<file path="src/rtl/div_unit_pkg.sv">
// Shared pipeline definitions for the EX-stage iterative divider.
package div_unit_pkg;

   localparam int unsigned DIV_WIDTH  = 32;
   localparam int unsigned DIV_CYCLES = DIV_WIDTH;

   typedef enum logic [1:0] {
      DIV_IDLE = 2'b00,
      DIV_BUSY = 2'b01,
      DIV_DONE = 2'b10
   } div_state_e;

endpackage

</file>
<file path="src/rtl/div_step.sv">
// One combinational restoring-division iteration on the {rem,quo} pair.
module div_step
   import div_unit_pkg::*;
#(
   parameter int unsigned WIDTH = DIV_WIDTH
) (
   input  logic [WIDTH-1:0] i_rem,
   input  logic [WIDTH-1:0] i_quo,
   input  logic [WIDTH-1:0] i_divisor,
   output logic [WIDTH-1:0] o_rem,
   output logic [WIDTH-1:0] o_quo
);

   logic [WIDTH:0]   w_shift;
   logic [WIDTH+1:0] w_trial;

   // Partial remainder stays below the divisor, so the shifted value fits
   // WIDTH+1 bits and a kept trial result always fits WIDTH bits.
   always_comb begin
      w_shift = {i_rem, i_quo[WIDTH-1]};
      w_trial = {1'b0, w_shift} - {2'b00, i_divisor};
      if (w_trial[WIDTH+1]) begin
         o_rem = w_shift[WIDTH-1:0];
         o_quo = {i_quo[WIDTH-2:0], 1'b0};
      end else begin
         o_rem = w_trial[WIDTH-1:0];
         o_quo = {i_quo[WIDTH-2:0], 1'b1};
      end
   end

endmodule

</file>
<file path="src/rtl/div_unit.sv">
// Iterative radix-2 restoring divider (DIV/DIVU) for the EX stage; stalls the
// pipeline while busy and presents quotient (LO) / remainder (HI) in DONE.
module div_unit
   import div_unit_pkg::*;
#(
   parameter int unsigned WIDTH = DIV_WIDTH
) (
   input  logic             clk,
   input  logic             rst,
   input  logic             divE,
   input  logic             signedE,
   input  logic             annulE,
   input  logic [WIDTH-1:0] srcaE,
   input  logic [WIDTH-1:0] srcbE,
   output logic             divstallE,
   output logic             divreadyE,
   output logic [WIDTH-1:0] hiE,
   output logic [WIDTH-1:0] loE
);

   localparam int unsigned CW = $clog2(WIDTH) + 1;

   div_state_e       r_state;
   div_state_e       w_next;
   logic [CW-1:0]    r_count;
   logic [WIDTH-1:0] r_rem;
   logic [WIDTH-1:0] r_quo;
   logic [WIDTH-1:0] r_divisor;
   logic [WIDTH-1:0] r_dividend;
   logic             r_neg_q;
   logic             r_neg_r;
   logic             r_div0;
   logic [WIDTH-1:0] r_hi;
   logic [WIDTH-1:0] r_lo;
   logic             r_ready;

   logic             w_start;
   logic             w_last;
   logic             w_finish;
   logic             w_a_neg;
   logic             w_b_neg;
   logic [WIDTH-1:0] w_a_mag;
   logic [WIDTH-1:0] w_b_mag;
   logic [WIDTH-1:0] w_step_rem;
   logic [WIDTH-1:0] w_step_quo;
   logic [WIDTH-1:0] w_lo_fin;
   logic [WIDTH-1:0] w_hi_fin;

   div_step #(.WIDTH(WIDTH)) u_step (
      .i_rem     (r_rem),
      .i_quo     (r_quo),
      .i_divisor (r_divisor),
      .o_rem     (w_step_rem),
      .o_quo     (w_step_quo)
   );

   always_comb begin
      w_a_neg  = signedE & srcaE[WIDTH-1];
      w_b_neg  = signedE & srcbE[WIDTH-1];
      w_a_mag  = w_a_neg ? (~srcaE + 1'b1) : srcaE;
      w_b_mag  = w_b_neg ? (~srcbE + 1'b1) : srcbE;
      w_start  = (r_state == DIV_IDLE) & divE & ~annulE;
      w_last   = (r_count == CW'(WIDTH - 1));
      w_finish = (r_state == DIV_BUSY) & ~annulE & w_last;
   end

   // Final results are formed from the last step's output so they can be
   // registered on the edge entering DONE.
   always_comb begin
      if (r_div0) begin
         w_lo_fin = '1;
         w_hi_fin = r_dividend;
      end else begin
         w_lo_fin = r_neg_q ? (~w_step_quo + 1'b1) : w_step_quo;
         w_hi_fin = r_neg_r ? (~w_step_rem + 1'b1) : w_step_rem;
      end
   end

   always_comb begin
      w_next    = r_state;
      divstallE = 1'b0;
      case (r_state)
         DIV_IDLE: begin
            divstallE = divE & ~annulE;
            if (w_start) w_next = DIV_BUSY;
         end
         DIV_BUSY: begin
            divstallE = ~annulE;
            if (annulE)      w_next = DIV_IDLE;
            else if (w_last) w_next = DIV_DONE;
         end
         DIV_DONE: w_next = DIV_IDLE;
         default:  w_next = DIV_IDLE;
      endcase
   end

   always_ff @(posedge clk) begin
      if (rst) begin
         r_state    <= DIV_IDLE;
         r_count    <= '0;
         r_rem      <= '0;
         r_quo      <= '0;
         r_divisor  <= '0;
         r_dividend <= '0;
         r_neg_q    <= 1'b0;
         r_neg_r    <= 1'b0;
         r_div0     <= 1'b0;
         r_hi       <= '0;
         r_lo       <= '0;
         r_ready    <= 1'b0;
      end else begin
         r_state <= w_next;
         r_ready <= w_finish;
         case (r_state)
            DIV_IDLE: begin
               if (w_start) begin
                  r_count    <= '0;
                  r_rem      <= '0;
                  r_quo      <= w_a_mag;
                  r_divisor  <= w_b_mag;
                  r_dividend <= srcaE;
                  r_neg_q    <= w_a_neg ^ w_b_neg;
                  r_neg_r    <= w_a_neg;
                  r_div0     <= (srcbE == '0);
               end
            end
            DIV_BUSY: begin
               r_rem   <= w_step_rem;
               r_quo   <= w_step_quo;
               r_count <= r_count + CW'(1);
               if (w_finish) begin
                  r_lo <= w_lo_fin;
                  r_hi <= w_hi_fin;
               end
            end
            default: ;
         endcase
      end
   end

   assign divreadyE = r_ready;
   assign hiE       = r_hi;
   assign loE       = r_lo;

endmodule

</file>
<file path="config.mk">
export PLATFORM = sky130hd
export DESIGN_NAME = div_unit
export DESIGN_NICKNAME = d
export VERILOG_FILES = /design/src/rtl/div_unit_pkg.sv /design/src/rtl/div_step.sv /design/src/rtl/div_unit.sv
export SDC_FILE = /design/constraint.sdc
export NUM_CORES = 1
export LEC_CHECK = 0
export CORE_MARGIN = 4
export CORE_UTILIZATION = 30
export DETAILED_ROUTE_END_ITERATION = 6
export SLEW_MARGIN = 10
export SYNTH_ARGS = -nofsm -noshare
export SYNTH_HDL_FRONTEND = slang
export SYNTH_HIERARCHICAL = 1
export SYNTH_SLANG_ARGS = --single-unit
</file>
<file path="constraint.sdc">
create_clock -name clk -period 6.2 [get_ports clk]
set_clock_uncertainty 0.2 [all_clocks]
set_input_delay 0.62 -clock clk [delete_from_list [all_inputs] [get_ports clk]]
set_output_delay 0.62 -clock clk [all_outputs]
set_load 0.01 [all_outputs]
</file>
# Yosys cells after proc, flatten, opt, wreduce, memory -nomap -nowiden
# Index checks and enable logic that the tools add are counted.
dict set report word_totals {
  regBits 204
  input_bits 69
  out_inout_bits 66
  wordCells 61
}
dict set report op_classes {
  addsub 6
  n_eq_ne 4
  n_mux 19
  bitwise_logic 13
  n_reduce_logical 7
}
# operator n
set op_table {}
lappend op_table {{32-bit two-way mux} 9}
lappend op_table {{32-bit by 1-bit adder with 32-bit output (second input constant)} 4}
lappend op_table {{32-bit NOT} 4}
lappend op_table {{32-bit case mux with 2 select lines} 2}
lappend op_table {{33-bit by 32-bit subtractor with 34-bit output} 1}
lappend op_table {{32-bit logical NOT} 1}
lappend op_table {{6-bit case mux with 2 select lines} 1}
lappend op_table {{2-bit AND reduction} 4}
lappend op_table {{1-bit bitwise AND} 7}
lappend op_table {{6-bit by 1-bit adder with 6-bit output (second input constant)} 1}
lappend op_table {{6-bit by 5-bit == test with 1-bit output (second input constant)} 1}
lappend op_table {{2-bit two-way mux} 3}
lappend op_table {{6-bit two-way mux} 1}
lappend op_table {{2-bit case mux with 2 select lines} 1}
lappend op_table {{3-bit inequality test (second input constant)} 1}
lappend op_table {{2-bit by 1-bit == test with 1-bit output (second input constant)} 1}
lappend op_table {{2-bit logical NOT} 1}
lappend op_table {{2-bit inequality test (second input constant)} 1}
lappend op_table {{1-bit case mux with 2 select lines} 1}
lappend op_table {{2-bit nonzero test} 1}
lappend op_table {{1-bit two-way mux} 1}
lappend op_table {{1-bit NOT} 1}
lappend op_table {{1-bit XOR} 1}

# Depth between registers and ports, before layout
dict set report depth {
  ltp_word 6
  ltp_mapped 21
  ltp_nobuf 17
}

# Cells and area by module
# The synthesis kept the hierarchy.
# module instances cells_per_inst area_per_inst_um2 seq_area_each_um2
set by_module_without_submodules {}
lappend by_module_without_submodules {div_unit 1 1315 10466.3 4083.9}
lappend by_module_without_submodules {div_step 1 403 2606.2 0.0}

# Worst setup path before layout
# Ideal clock, no wire load.
dict set report synth_timing {
  kind {flip-flop to flip-flop}
  from {reg r_divisor[1]}
  to {reg r_hi[30], in the netlist hiE[30]}
  setup_time_ns 0.074
  arrival_time_ns 4.235
  required_ns 5.926
  slack_ns 1.691
  stages_incl_launch_ff 19
  path_buffers 3
  synth_period_minus_slack_ns 4.509
  path_cell_list {dfxtp_1 inv_1 ha_1 nor2b_1 o2111a_1 o2111ai_2 a311oi_2 nor3_4 buf_4 mux2_2 inv_1 ha_1 or3b_1 buf_2 or4_1 buf_2 or4_1 a21o_1 a31oi_1}
}
dict set report synth_between {
  elab_chain_len 6
}
# item line
set synth_lines {}
lappend synth_lines {{start: declaration} div_unit.sv:28} ;# logic [WIDTH-1:0] r_divisor;
lappend synth_lines {{start signal: assignment} div_unit.sv:120} ;# r_divisor <= w_b_mag;
lappend synth_lines {{33-bit by 32-bit subtractor with 34-bit output} div_step.sv:21} ;# w_trial = {1'b0, w_shift} - {2'b00, i_divisor};
lappend synth_lines {{32-bit two-way mux} div_step.sv:22} ;# if (w_trial[WIDTH+1]) begin
lappend synth_lines {{net w_step_rem[1]} div_unit.sv:44} ;# logic [WIDTH-1:0] w_step_rem;
lappend synth_lines {{32-bit NOT} div_unit.sv:75} ;# w_hi_fin = r_neg_r ? (~w_step_rem + 1'b1) : w_step_rem;
lappend synth_lines {{32-bit by 1-bit adder with 32-bit output} div_unit.sv:75}
lappend synth_lines {{32-bit two-way mux} div_unit.sv:75}
lappend synth_lines {{32-bit two-way mux} div_unit.sv:70} ;# if (r_div0) begin
lappend synth_lines {{end signal: assignment} div_unit.sv:133} ;# r_hi <= w_hi_fin;
lappend synth_lines {{end: declaration} div_unit.sv:33} ;# logic [WIDTH-1:0] r_hi;
# The timed path passes the listed nets, and every way through them passes these cells.
# A chain may end at the register's enable or synchronous reset.

# Worst setup path after layout
dict set report layout_timing {
  from {reg r_divisor[6]}
  to {reg r_hi[18], in the netlist hiE[18]}
}
# Same word-level chain as after synthesis.

==> results.ini <==
[run_status]
status=completed

[clock_network]
clockBufferDepth=3
clk_latency_ps=550
hold_buffers=0
root_buffer=clkbuf_16
cts.sinks=204
cts_buffers=24
cts_resized=0
post_cts_buffers=0
cts_tree=built
htree_levels=1
path_clk_slew_ps=60

[routing]
drtAntennaViolNets=0
vias=13144
via_per_inst=5.567
drc=0
drt_iter0_drc=1320
drtPass1Iterations=5
wl_mm=46.78
wl_per_cell_um=19.81

[critical_path]
crit_arrival_ps=5750
critical_path_class=reg -> reg
ff2ff_setup_slack_ps=640
cp-start-kind=flop
endpoint_kind=flop
required_ps=6390
crit_path_max_fanout=23

[placement]
gp_congestion=0.9047
dp_worst_setup_slack_ps=761.7
portBuffers=134
dp_hpwl_mm=34.42
place_inst=2316

[sta]
period_needed_ps=5558
hold_viol_final=0
fmax_mhz=179.9
tightest_slew_ps=1192
finalCritPeriodShare=0.8965
fin_ws_ps=642.0
slew_viol_final=0
rsz0062_at_grt=no
setup_viol_count_final=0
timing.setup.tns_ps=0
timing.hold.ws_ps=252.2
slew-limit-headroom=0.1980

[die]
dieArea_um2=46980
die_w_um=216.7
core_um2=43080
start_util=0.3035
pin_count=135
num_rows=76
fp.dieH_um=216.7

[synthesis]
syn_inst=1718
synth_edf_count=0
synthSimpleGateAreaFrac=0.2112
yosysSeqAreaShare=0.3124
synth_top_family_by_area=compound AO/OA/AOI/OAI gates
synth.area.mux_share=0.01752
syn_area_per_cell_um2=7.609
synth-compound-area-share=0.2732
synth_cell_type_count=84
async_flop_share=0
ys_warn_count=6
netlist_area_um2=13070
synth_adder_area_share=0.03694
synth.net_count=1825
ys.flop_type=dfxtp_1
ys_seq_elements=204
synthXorXnorAreaFrac=0.07571

[global_route]
antenna_found_initial=1
grt_pass1_vias=12208
grt_max_degree=71
grt_usage=0.1896
grt_pass1_wl_mm=72.01
grt-ovfl-total=0

[power_and_ir_drop]
finalPower_w=0.004728
powerDensity_nw_per_um2=305.9
peakVddDrop_uv=177.1
leakage_nw=5.530

[finish]
area_delta_synth_final_pct=18.23
nNetsFinal=1864
fin_cells=2361
drive_above_1_share=0.06423

[worst_hold_path]
worst_hold_path_type=reg -> reg

[job]
maxCapViolCount=0

## stage by stage
stage / area [um2] / util
floorplan: 13070 / -
global placement: 14680 / 0.3409
detailed placement: 14680 / 0.3409
CTS: 15450 / 0.3586
global route: 15450 / 0.3587
finish: 15460 / 0.3588
## sequential cells by signal, indices dropped and copies added (netlist names)
name        flops
r_count         6
divreadyE       1
r_neg_r         1
r_rem          32
r_state         2
r_neg_q         1
r_quo          32
hiE            32
r_dividend     32
r_divisor      32
r_div0          1
loE            32
## power breakdown
part           total (W)  switching, W  internal (W)
Clock            0.00139      0.000624      0.000770
Combinational    0.00192       0.00127      0.000657
Sequential       0.00141     0.0000498       0.00136
Total            0.00473       0.00194       0.00279
## logic make-up after synthesis
| family | after synthesis |
|---|---|
| AND/OR/NAND/NOR | 571 |
| flip-flops | 204 |
| adder cells (fa/ha/maj) | 38 |
| XOR/XNOR | 113 |
| buffers and inverters | 216 |
| multiplexers | 22 |
| AO/OA/AOI/OAI | 554 |
## cells in the final DEF, fill, tap and decap left out, types with 5 or more instances in the layout
| cell type | n |
|---|---|
| o21a_1 | 5 |
| ha_1 | 37 |
| nor2b_1 | 8 |
| a22oi_1 | 19 |
| a31oi_1 | 25 |
| or2_2 | 8 |
| clkdlybuf4s50_1 | 133 |
| o22ai_1 | 24 |
| o211ai_1 | 14 |
| a211oi_1 | 20 |
| buf_4 | 32 |
| o31a_1 | 5 |
| a221oi_1 | 6 |
| and3_1 | 27 |
| nor3_1 | 38 |
| xor2_1 | 62 |
| inv_1 | 62 |
| nand2b_1 | 9 |
| or3_1 | 19 |
| o21ai_0 | 103 |
| and2_1 | 5 |
| a211o_1 | 6 |
| nand4_1 | 13 |
| nand3_1 | 60 |
| o21ai_1 | 5 |
| a21o_1 | 18 |
| nor4_1 | 23 |
| o41ai_1 | 18 |
| dfxtp_1 | 204 |
| xnor2_1 | 51 |
| clkbuf_16 | 24 |
| nand2_1 | 210 |
| a311oi_1 | 10 |
| mux2i_1 | 18 |
| or4_1 | 19 |
| and4_1 | 5 |
| o31ai_1 | 31 |
| a21oi_1 | 186 |
| nor2_1 | 106 |
## cells in the mapped netlist, drive strengths merged (5+ instances only)
| library cell | instances | area share |
|---|---|---|
| nand2 | 210 | 0.060 |
| dfxtp | 204 | 0.31 |
| a21oi | 188 | 0.073 |
| o21ai | 108 | 0.041 |
| nor2 | 107 | 0.031 |
| clkbuf | 103 | 0.030 |
| inv | 63 | 0.018 |
| xor2 | 62 | 0.042 |
| nand3 | 60 | 0.023 |
| xnor2 | 51 | 0.034 |
| buf | 49 | 0.025 |
| nor3 | 39 | 0.016 |
| ha | 37 | 0.035 |
| o31ai | 32 | 0.019 |
| and3 | 28 | 0.013 |
| a31oi | 27 | 0.014 |
| nor4 | 25 | 0.014 |
| o22ai | 24 | 0.011 |
| a211oi | 22 | 0.013 |
| o41ai | 22 | 0.017 |
| a22oi | 19 | 0.011 |
| or3 | 19 | 0.0091 |
| or4 | 19 | 0.011 |
| a21o | 18 | 0.010 |
| mux2i | 18 | 0.014 |
| o211ai | 14 | 0.0080 |
| nand4 | 13 | 0.0062 |
| a311oi | 11 | 0.0078 |
| nand2b | 9 | 0.0043 |
| nor2b | 9 | 0.0043 |
| or2 | 8 | 0.0038 |
| a211o | 6 | 0.0040 |
| a221oi | 6 | 0.0040 |
| o21a | 6 | 0.0035 |
| and2 | 5 | 0.0024 |
| and4 | 5 | 0.0033 |
| o31a | 5 | 0.0033 |
## routing by layer
| metal | vias to the layer above | share of wire | global-route usage |
|---|---|---|---|
| li1 | 6317 | - | - |
| met1 | 6289 | 0.47 | 0.2742 |
| met2 | 467 | 0.43 | 0.2892 |
| met3 | 69 | 0.073 | 0.03449 |
| met4 | 2 | 0.026 | 0.05355 |
| met5 | - | 0.00043 | 0 |
## critical path, stage by stage (launching register included)
cell       delay, ps
dfxtp_1          330
inv_1             40
ha_1             340
a21oi_1          210
o21ai_0          180
a21oi_1          330
a311oi_2         180
nor3_4           660
inv_2             60
buf_4            250
mux2_2           350
or4_1            640
nor4_1           470
a311oi_1         170
a2111oi_0        770
o21ai_0          190
## worst paths after layout
check                                    from                          end  cells past startpoint
setup / recovery    r_divisor[6]$_SDFFE_PP0P_         hiE[18]$_SDFFE_PP0P_                     15
hold / removal    r_dividend[31]$_SDFFE_PP0P_  r_dividend[31]$_SDFFE_PP0P_                      2
setup reg to reg    r_divisor[6]$_SDFFE_PP0P_         hiE[18]$_SDFFE_PP0P_                     15
hold reg to reg   r_dividend[31]$_SDFFE_PP0P_  r_dividend[31]$_SDFFE_PP0P_                      2
## layout make-up
cell class	instances	area, um2
fill	4479	27620
tap	585	732.0
timing repair buffer	165	1572
clock inverter	12	95.09
antenna	1	2.502
clock buffer	32	670.6
sequential	204	4084
inverter	64	240.2
multi-input combinational	1298	8060
Note: power is estimated with default switching activity, not from simulation.
